==> config.mk <==
export PLATFORM = sky130hd
export DESIGN_NAME = ifid_skid_reg_flat
export DESIGN_NICKNAME = d
export VERILOG_FILES = /design/src/rtl/ifid_skid_reg_if.sv /design/src/rtl/ifid_skid_reg.sv /design/src/flat_wrapper.sv
export SDC_FILE = /design/constraint.sdc
export NUM_CORES = 1
export LEC_CHECK = 0
export CAP_MARGIN = 10
export CORE_UTILIZATION = 25
export CTS_BUF_LIST = sky130_fd_sc_hd__clkbuf_8 sky130_fd_sc_hd__clkbuf_16
export DETAILED_ROUTE_END_ITERATION = 7
export GPL_TIMING_DRIVEN = 0
export SKIP_CTS_REPAIR_TIMING = 1
export SLEW_MARGIN = 25
export SYNTH_ARGS = -nofsm -noshare
export SYNTH_HDL_FRONTEND = slang
export SYNTH_SLANG_ARGS = --single-unit
export TNS_END_PERCENT = 50
==> constraint.sdc <==
create_clock -name clk -period 8.2 [get_ports clk]
set_clock_uncertainty 0.15 [all_clocks]
set_input_delay 2.05 -clock clk [delete_from_list [all_inputs] [get_ports clk]]
set_output_delay 2.05 -clock clk [all_outputs]
set_load 0.005 [all_outputs]
==> src/rtl/ifid_skid_reg_if.sv <==
// rtl/ifid_skid_reg_if.sv - fetch/decode handshake bundle for the IF/ID skid register
interface ifid_skid_reg_if #(
    parameter int PC_W    = 32,
    parameter int INSTR_W = 32
);
    logic               in_valid;
    logic               in_ready;
    logic [PC_W-1:0]    in_pc;
    logic [INSTR_W-1:0] in_instr;
    logic               out_valid;
    logic               out_ready;
    logic [PC_W-1:0]    out_pc;
    logic [PC_W-1:0]    out_pc_next;
    logic [INSTR_W-1:0] out_instr;
    logic [1:0]         occupancy;

    modport slave (
        input  in_valid, in_pc, in_instr, out_ready,
        output in_ready, out_valid, out_pc, out_pc_next, out_instr, occupancy
    );

    modport master (
        output in_valid, in_pc, in_instr, out_ready,
        input  in_ready, out_valid, out_pc, out_pc_next, out_instr, occupancy
    );
endinterface

==> src/rtl/ifid_skid_reg.sv <==
// rtl/ifid_skid_reg.sv - IF/ID pipeline register with two-entry skid buffer
module ifid_skid_reg #(
    parameter int PC_W    = 32,
    parameter int INSTR_W = 32,
    parameter int PC_STEP = 4
) (
    input  logic clk,
    input  logic reset,
    input  logic flush,
    ifid_skid_reg_if.slave bus
);
    typedef enum logic [1:0] {
        EMPTY = 2'd0,
        ONE   = 2'd1,
        FULL  = 2'd2
    } state_e;

    localparam logic [PC_W-1:0] STEP = PC_W'(PC_STEP);

    state_e             state_q, state_d;
    logic [PC_W-1:0]    main_pc_q, main_pc_d, main_pcn_q, main_pcn_d;
    logic [INSTR_W-1:0] main_instr_q, main_instr_d;
    logic [PC_W-1:0]    skid_pc_q, skid_pc_d, skid_pcn_q, skid_pcn_d;
    logic [INSTR_W-1:0] skid_instr_q, skid_instr_d;

    logic            accept;
    logic            pop;
    logic [PC_W-1:0] in_pcn;

    // in_ready comes from state alone so out_ready never reaches fetch combinationally
    assign accept = bus.in_valid && (state_q != FULL);
    assign pop    = (state_q != EMPTY) && bus.out_ready;
    assign in_pcn = bus.in_pc + STEP;

    always_comb begin
        state_d      = state_q;
        main_pc_d    = main_pc_q;
        main_pcn_d   = main_pcn_q;
        main_instr_d = main_instr_q;
        skid_pc_d    = skid_pc_q;
        skid_pcn_d   = skid_pcn_q;
        skid_instr_d = skid_instr_q;
        if (flush) begin
            state_d      = EMPTY;
            main_pc_d    = '0;
            main_pcn_d   = STEP;
            main_instr_d = '0;
            skid_pc_d    = '0;
            skid_pcn_d   = STEP;
            skid_instr_d = '0;
        end else begin
            unique case (state_q)
                EMPTY: begin
                    if (accept) begin
                        state_d      = ONE;
                        main_pc_d    = bus.in_pc;
                        main_pcn_d   = in_pcn;
                        main_instr_d = bus.in_instr;
                    end
                end
                ONE: begin
                    if (accept && pop) begin
                        main_pc_d    = bus.in_pc;
                        main_pcn_d   = in_pcn;
                        main_instr_d = bus.in_instr;
                    end else if (accept) begin
                        state_d      = FULL;
                        skid_pc_d    = bus.in_pc;
                        skid_pcn_d   = in_pcn;
                        skid_instr_d = bus.in_instr;
                    end else if (pop) begin
                        state_d      = EMPTY;
                        main_pc_d    = '0;
                        main_pcn_d   = STEP;
                        main_instr_d = '0;
                    end
                end
                FULL: begin
                    if (pop) begin
                        state_d      = ONE;
                        main_pc_d    = skid_pc_q;
                        main_pcn_d   = skid_pcn_q;
                        main_instr_d = skid_instr_q;
                        skid_pc_d    = '0;
                        skid_pcn_d   = STEP;
                        skid_instr_d = '0;
                    end
                end
                default: state_d = EMPTY;
            endcase
        end
    end

    always_ff @(negedge clk or posedge reset) begin
        if (reset) begin
            state_q      <= EMPTY;
            main_pc_q    <= '0;
            main_pcn_q   <= STEP;
            main_instr_q <= '0;
            skid_pc_q    <= '0;
            skid_pcn_q   <= STEP;
            skid_instr_q <= '0;
        end else begin
            state_q      <= state_d;
            main_pc_q    <= main_pc_d;
            main_pcn_q   <= main_pcn_d;
            main_instr_q <= main_instr_d;
            skid_pc_q    <= skid_pc_d;
            skid_pcn_q   <= skid_pcn_d;
            skid_instr_q <= skid_instr_d;
        end
    end

    assign bus.in_ready    = (state_q != FULL);
    assign bus.out_valid   = (state_q != EMPTY);
    assign bus.out_pc      = main_pc_q;
    assign bus.out_pc_next = main_pcn_q;
    assign bus.out_instr   = main_instr_q;
    assign bus.occupancy   = state_q;
endmodule

==> src/flat_wrapper.sv <==
// flat-port wrapper written by rule: the top's interface ports become plain ports
module ifid_skid_reg_flat 
#(
    parameter int PC_W    = 32,
    parameter int INSTR_W = 32,
    parameter int PC_STEP = 4
)
  (clk, reset, flush, bus_in_valid, bus_in_pc, bus_in_instr, bus_out_ready, bus_in_ready, bus_out_valid, bus_out_pc, bus_out_pc_next, bus_out_instr, bus_occupancy);
  ifid_skid_reg_if #(.PC_W(PC_W), .INSTR_W(INSTR_W)) bus_i ();
  input  logic clk;
  input  logic reset;
  input  logic flush;
  input wire logic [$bits(bus_i.in_valid)-1:0] bus_in_valid;
  input wire logic [$bits(bus_i.in_pc)-1:0] bus_in_pc;
  input wire logic [$bits(bus_i.in_instr)-1:0] bus_in_instr;
  input wire logic [$bits(bus_i.out_ready)-1:0] bus_out_ready;
  output wire logic [$bits(bus_i.in_ready)-1:0] bus_in_ready;
  output wire logic [$bits(bus_i.out_valid)-1:0] bus_out_valid;
  output wire logic [$bits(bus_i.out_pc)-1:0] bus_out_pc;
  output wire logic [$bits(bus_i.out_pc_next)-1:0] bus_out_pc_next;
  output wire logic [$bits(bus_i.out_instr)-1:0] bus_out_instr;
  output wire logic [$bits(bus_i.occupancy)-1:0] bus_occupancy;
  assign bus_i.in_valid = bus_in_valid;
  assign bus_i.in_pc = bus_in_pc;
  assign bus_i.in_instr = bus_in_instr;
  assign bus_i.out_ready = bus_out_ready;
  assign bus_in_ready = bus_i.in_ready;
  assign bus_out_valid = bus_i.out_valid;
  assign bus_out_pc = bus_i.out_pc;
  assign bus_out_pc_next = bus_i.out_pc_next;
  assign bus_out_instr = bus_i.out_instr;
  assign bus_occupancy = bus_i.occupancy;
  ifid_skid_reg #(.PC_W(PC_W), .INSTR_W(INSTR_W), .PC_STEP(PC_STEP)) u_core (.clk(clk), .reset(reset), .flush(flush), .bus(bus_i));
endmodule
Word-level counts from Yosys, hierarchy flattened

Index checks and enable logic that the tools add are counted.

$add $sub $neg: 1
Equal/unequal tests: 10
Muxes and demuxes: 35
Reductions and logical operators: 10

Operators with widths:

| cell                                                                     | number |
|---|---|
| 32-bit two-way mux                                                       | 22 |
| 32-bit one-hot mux with 3 select lines                                   | 3 |
| 32-bit one-hot mux with 2 select lines                                   | 3 |
| 32-bit by 3-bit adder with 32-bit output (second input constant)         | 1 |
| 2-bit two-way mux                                                        | 6 |
| 3-bit by 2-bit inequality test with 1-bit output (second input constant) | 3 |
| 4-bit by 2-bit inequality test with 1-bit output (second input constant) | 2 |
| 4-bit AND reduction                                                      | 2 |
| 2-bit one-hot mux with 3 select lines                                    | 1 |
| 5-bit AND reduction                                                      | 1 |
| 4-bit inequality test (second input constant)                            | 1 |
| 4-bit nonzero test                                                       | 1 |
| 1-bit logical AND                                                        | 3 |
| 3-bit inequality test (second input constant)                            | 1 |
| 3-bit nonzero test                                                       | 1 |
| 2-bit by 1-bit == test with 1-bit output (second input constant)         | 1 |
| 2-bit == test (second input constant)                                    | 1 |
| 2-bit logical NOT                                                        | 1 |
| 2-bit inequality test (second input constant)                            | 1 |
| 2-bit nonzero test                                                       | 1 |

Word-level logic and storage cells: 63
Input bits: 69
Output and inout port bits: 100
Flip-flop bits (word level): 194

Logic depth before layout (Yosys ltp)

Depth in word-level cells: 7
Depth in mapped cells: 10

==> impl_metrics.csv <==
group,metric,value,unit
clocking,cts_tree,"yes",
synth,ys_async_sr_fraction,1.00,
cells_and_area,final_cell_count_no_fill,1453,
timing,holdWs,0.271,ns
power,power.leakage,4.92,nW
timing,tns,0,ns
global_route,use_met2,0.268,
setup_path,cp-end-kind,"flop",
timing,setup_viol,0,
timing,slew_headroom,0.512,
synth,yosys.cell_types.count,48,
power,power,2.90,mW
floorplan,fp.dieW,186,microns
synth,yosysWarnings,0,
clocking,cts.path.max_buffers,2,
clocking,clkSinkCount,190,
synth,synth_fp_nets,868,
synth,syn_area,8480,sq um
drt,routedWlPerCell,19.4,microns
floorplan,core,33400,sq um
global_route,grt_pass1_wl,43.0,mm
min_path,hp-class,"flop to flop",
synth,synth.most_common_cell,"dfrtn_1",
drt,drtIter0Drc,524,
global_route,use_met3,0.0362,
cells_and_area,antennaDiodeCount,0,
clocking,cts_buffers,17,
placed_design,place_congestion,0.834,
setup_path,crit_required,4.17,ns
power,worst_ir_drop_vdd,144,uV
setup_path,cp_slowest_stage_delay,0.60,ns
placed_design,port_buffers,166,
synth,syn_avg_cell_area,10.7,sq um
timing,hold_violations,0,
setup_path,reg2reg_slack,5.03,ns
floorplan,die_area,34700,sq um
global_route,grt.busiest_layer,"met2",
setup_path,cp_max_fo,10,
drt,drtAntennaViolNets,0,
setup_path,critPathKind,"input pin to flop",
clocking,clk_pin_slew,0.05,ns
global_route,grt_max_degree,32,
drt,vias,7257,
global_route,grt_use_total,0.165,
drt,drc_errors,2,
floorplan,ioPinCount,169,
placed_design,placed_cell_area,10800,sq um
synth,yosys.area.top_type_share,0.554,
cells_and_area,fillers,3372,
setup_path,crit_arrival,4.11,ns
drt,firstDrtPassIters,7,
setup_path,cp_cell_sequence,"clkdlybuf4s50_1 > clkbuf_2 > clkbuf_1 > clkbuf_1 > o22ai_1",
clocking,clock_latency,0.41,ns
clocking,h-tree-depth,4,
synth,yosys-top-cells-area,"dfrtn_1 (55%), a221oi_1 (7.3%), a22o_1 (6.8%), nor3_1 (5.0%), nor2_1 (3.7%)",
placed_design,dp_hpwl,20.5,mm
cells_and_area,multi_input_area,3390,sq um
drt,drt-total-wl,28.2,mm
drt,vias_per_cell,4.99,
cells_and_area,seq_area,4760,sq um
global_route,overflow,0,
synth,ys_top_cells_by_count,"dfrtn_1 (188), nor3_1 (84), nor2_1 (83)",
clocking,root_buffer,"clkbuf_16",
synth,synth-seq-cells,190,
floorplan,initial_utilization,0.254,
status,status,"complete, but fails checks",
setup_path,cp_slowest_cell,"clkdlybuf4s50_1",
timing,fin_ws,0.0643,ns
synth,synth_edf_count,0,
setup_path,cp_common_cell,"clkbuf_1",
cells_and_area,final_area,11500,sq um
timing,report.final.slew_viol_count,0,
synth,yosysSeqAreaShare,0.561,
floorplan,die_y,186,microns
setup_path,critPathLaunchType,"input pin",
cells_and_area,drive_gt1_frac,0.108,
synth,synth_ff_type,"dfrtn_1",
cells_and_area,fin_nets,1066,
flow_run,drv_cap,0,
global_route,antenna_found_initial,1,
cells_and_area,utilization,0.345,
floorplan,rows,67,
status,violations,"DRC",
power,powerDensity,251,nW/um^2
timing,rsz0062_at_grt,"true",
timing,tightest_slew,0.731,ns
placed_design,place_inst,1415,
synth,synthCells,794,
placed_design,place_ws,-0.706,ns
synth,yosysTopAreaCell,"dfrtn_1",
global_route,first_global_vias,7244,
cells_and_area,syn2layout_area_growth,36.0,%
global_route,gr-usage-met1,0.223,
-- placed cells by master, fill, tap and decap left out, types with 3 or more instances in the layout --
cell and n:
ha_1 3, a221oi_1 71, a211oi_1 6, nand2b_1 3, a22o_1 66, dfrtn_1 188
buf_4 7, clkbuf_1 33, o22ai_1 10, nor3_1 83, clkbuf_2 7, nand3_1 10
nand2_1 38, buf_2 34, inv_1 11, xnor2_1 17, a22oi_1 8, dlymetal6s2s_1 3
clkdlybuf4s50_1 163, and3_1 12, nor2_1 83, buf_12 6, o21ai_1 6, nor4_4 4
o21ai_0 30, xor2_1 11, clkbuf_16 18, a21oi_1 13, nand4_1 9, and4_1 3
inv_6 7
-- routing by layer --
metal / up-vias / part of all wire
met2: 231 / 0.48
li1: 3347 / -
met5: - / 0.00028
met1: 3658 / 0.46
met3: 19 / 0.056
met4: 2 / 0.0094
-- kinds of logic (layout without fill, tap and decap cells) --
logic type               after synthesis  in the layout  synth area share
adder cells (fa/ha/maj)                5              5           0.00737
multiplexers                           1              1           0.00118
XOR/XNOR                              28             28            0.0289
buffers and inverters                 89            300            0.0462
AND/OR/NAND/NOR                      260            260             0.155
AO/OA/AOI/OAI                        221            221             0.201
flip-flops                           190            190             0.561
-- flip-flops by register name, indices dropped and copies added (netlist names) --
signal                  count
u_core.bus.out_pc          30
u_core.bus.occupancy        2
u_core.skid_pc_q           30
u_core.bus.out_instr       32
u_core.skid_pcn_q          32
u_core.skid_instr_q        32
u_core.bus.out_pc_next     32
-- critical path, delay by kind of cell --
family / cells / cell delay, ns
AOI/OAI and AO/OA: 1 / 0.14
buffers and inverters: 4 / 1.91
-- where the power goes --
group	internal [mW]	leakage (nW)	switching, mW
Clock	0.449	0.303	0.404
Combinational	0.408	2.06	0.462
Sequential	1.09	2.57	0.0843
-- worst paths after layout --
kind,start,end,depth (start not counted)
max,flush,u_core.bus.out_pc_next[16]$_DFFE_NP0P_,5
min,u_core.skid_pcn_q[16]$_DFFE_NP0P_,u_core.skid_pcn_q[16]$_DFFE_NP0P_,2
max reg2reg,u_core.bus.occupancy[0]$_DFFE_NP0P_,u_core.bus.out_instr[13]$_DFFE_NP0P_,9
min reg2reg,u_core.skid_pcn_q[16]$_DFFE_NP0P_,u_core.skid_pcn_q[16]$_DFFE_NP0P_,2
max in group asynchronous,reset,u_core.bus.out_instr[5]$_DFFE_NP0P_,4
min in group asynchronous,reset,u_core.bus.out_pc[4]$_DFFE_NP0P_,2
-- area by class of cell --
cell class | count | area share
sequential | 190 | 0.412
inverter | 11 | 0.00390
timing repair buffer | 178 | 0.159
multi-input combinational | 515 | 0.293
tap | 448 | 0.0486
clock inverter | 16 | 0.0128
buffer | 77 | 0.0310
clock buffer | 18 | 0.0390
No activity file was read; power rests on OpenSTA's default activity.
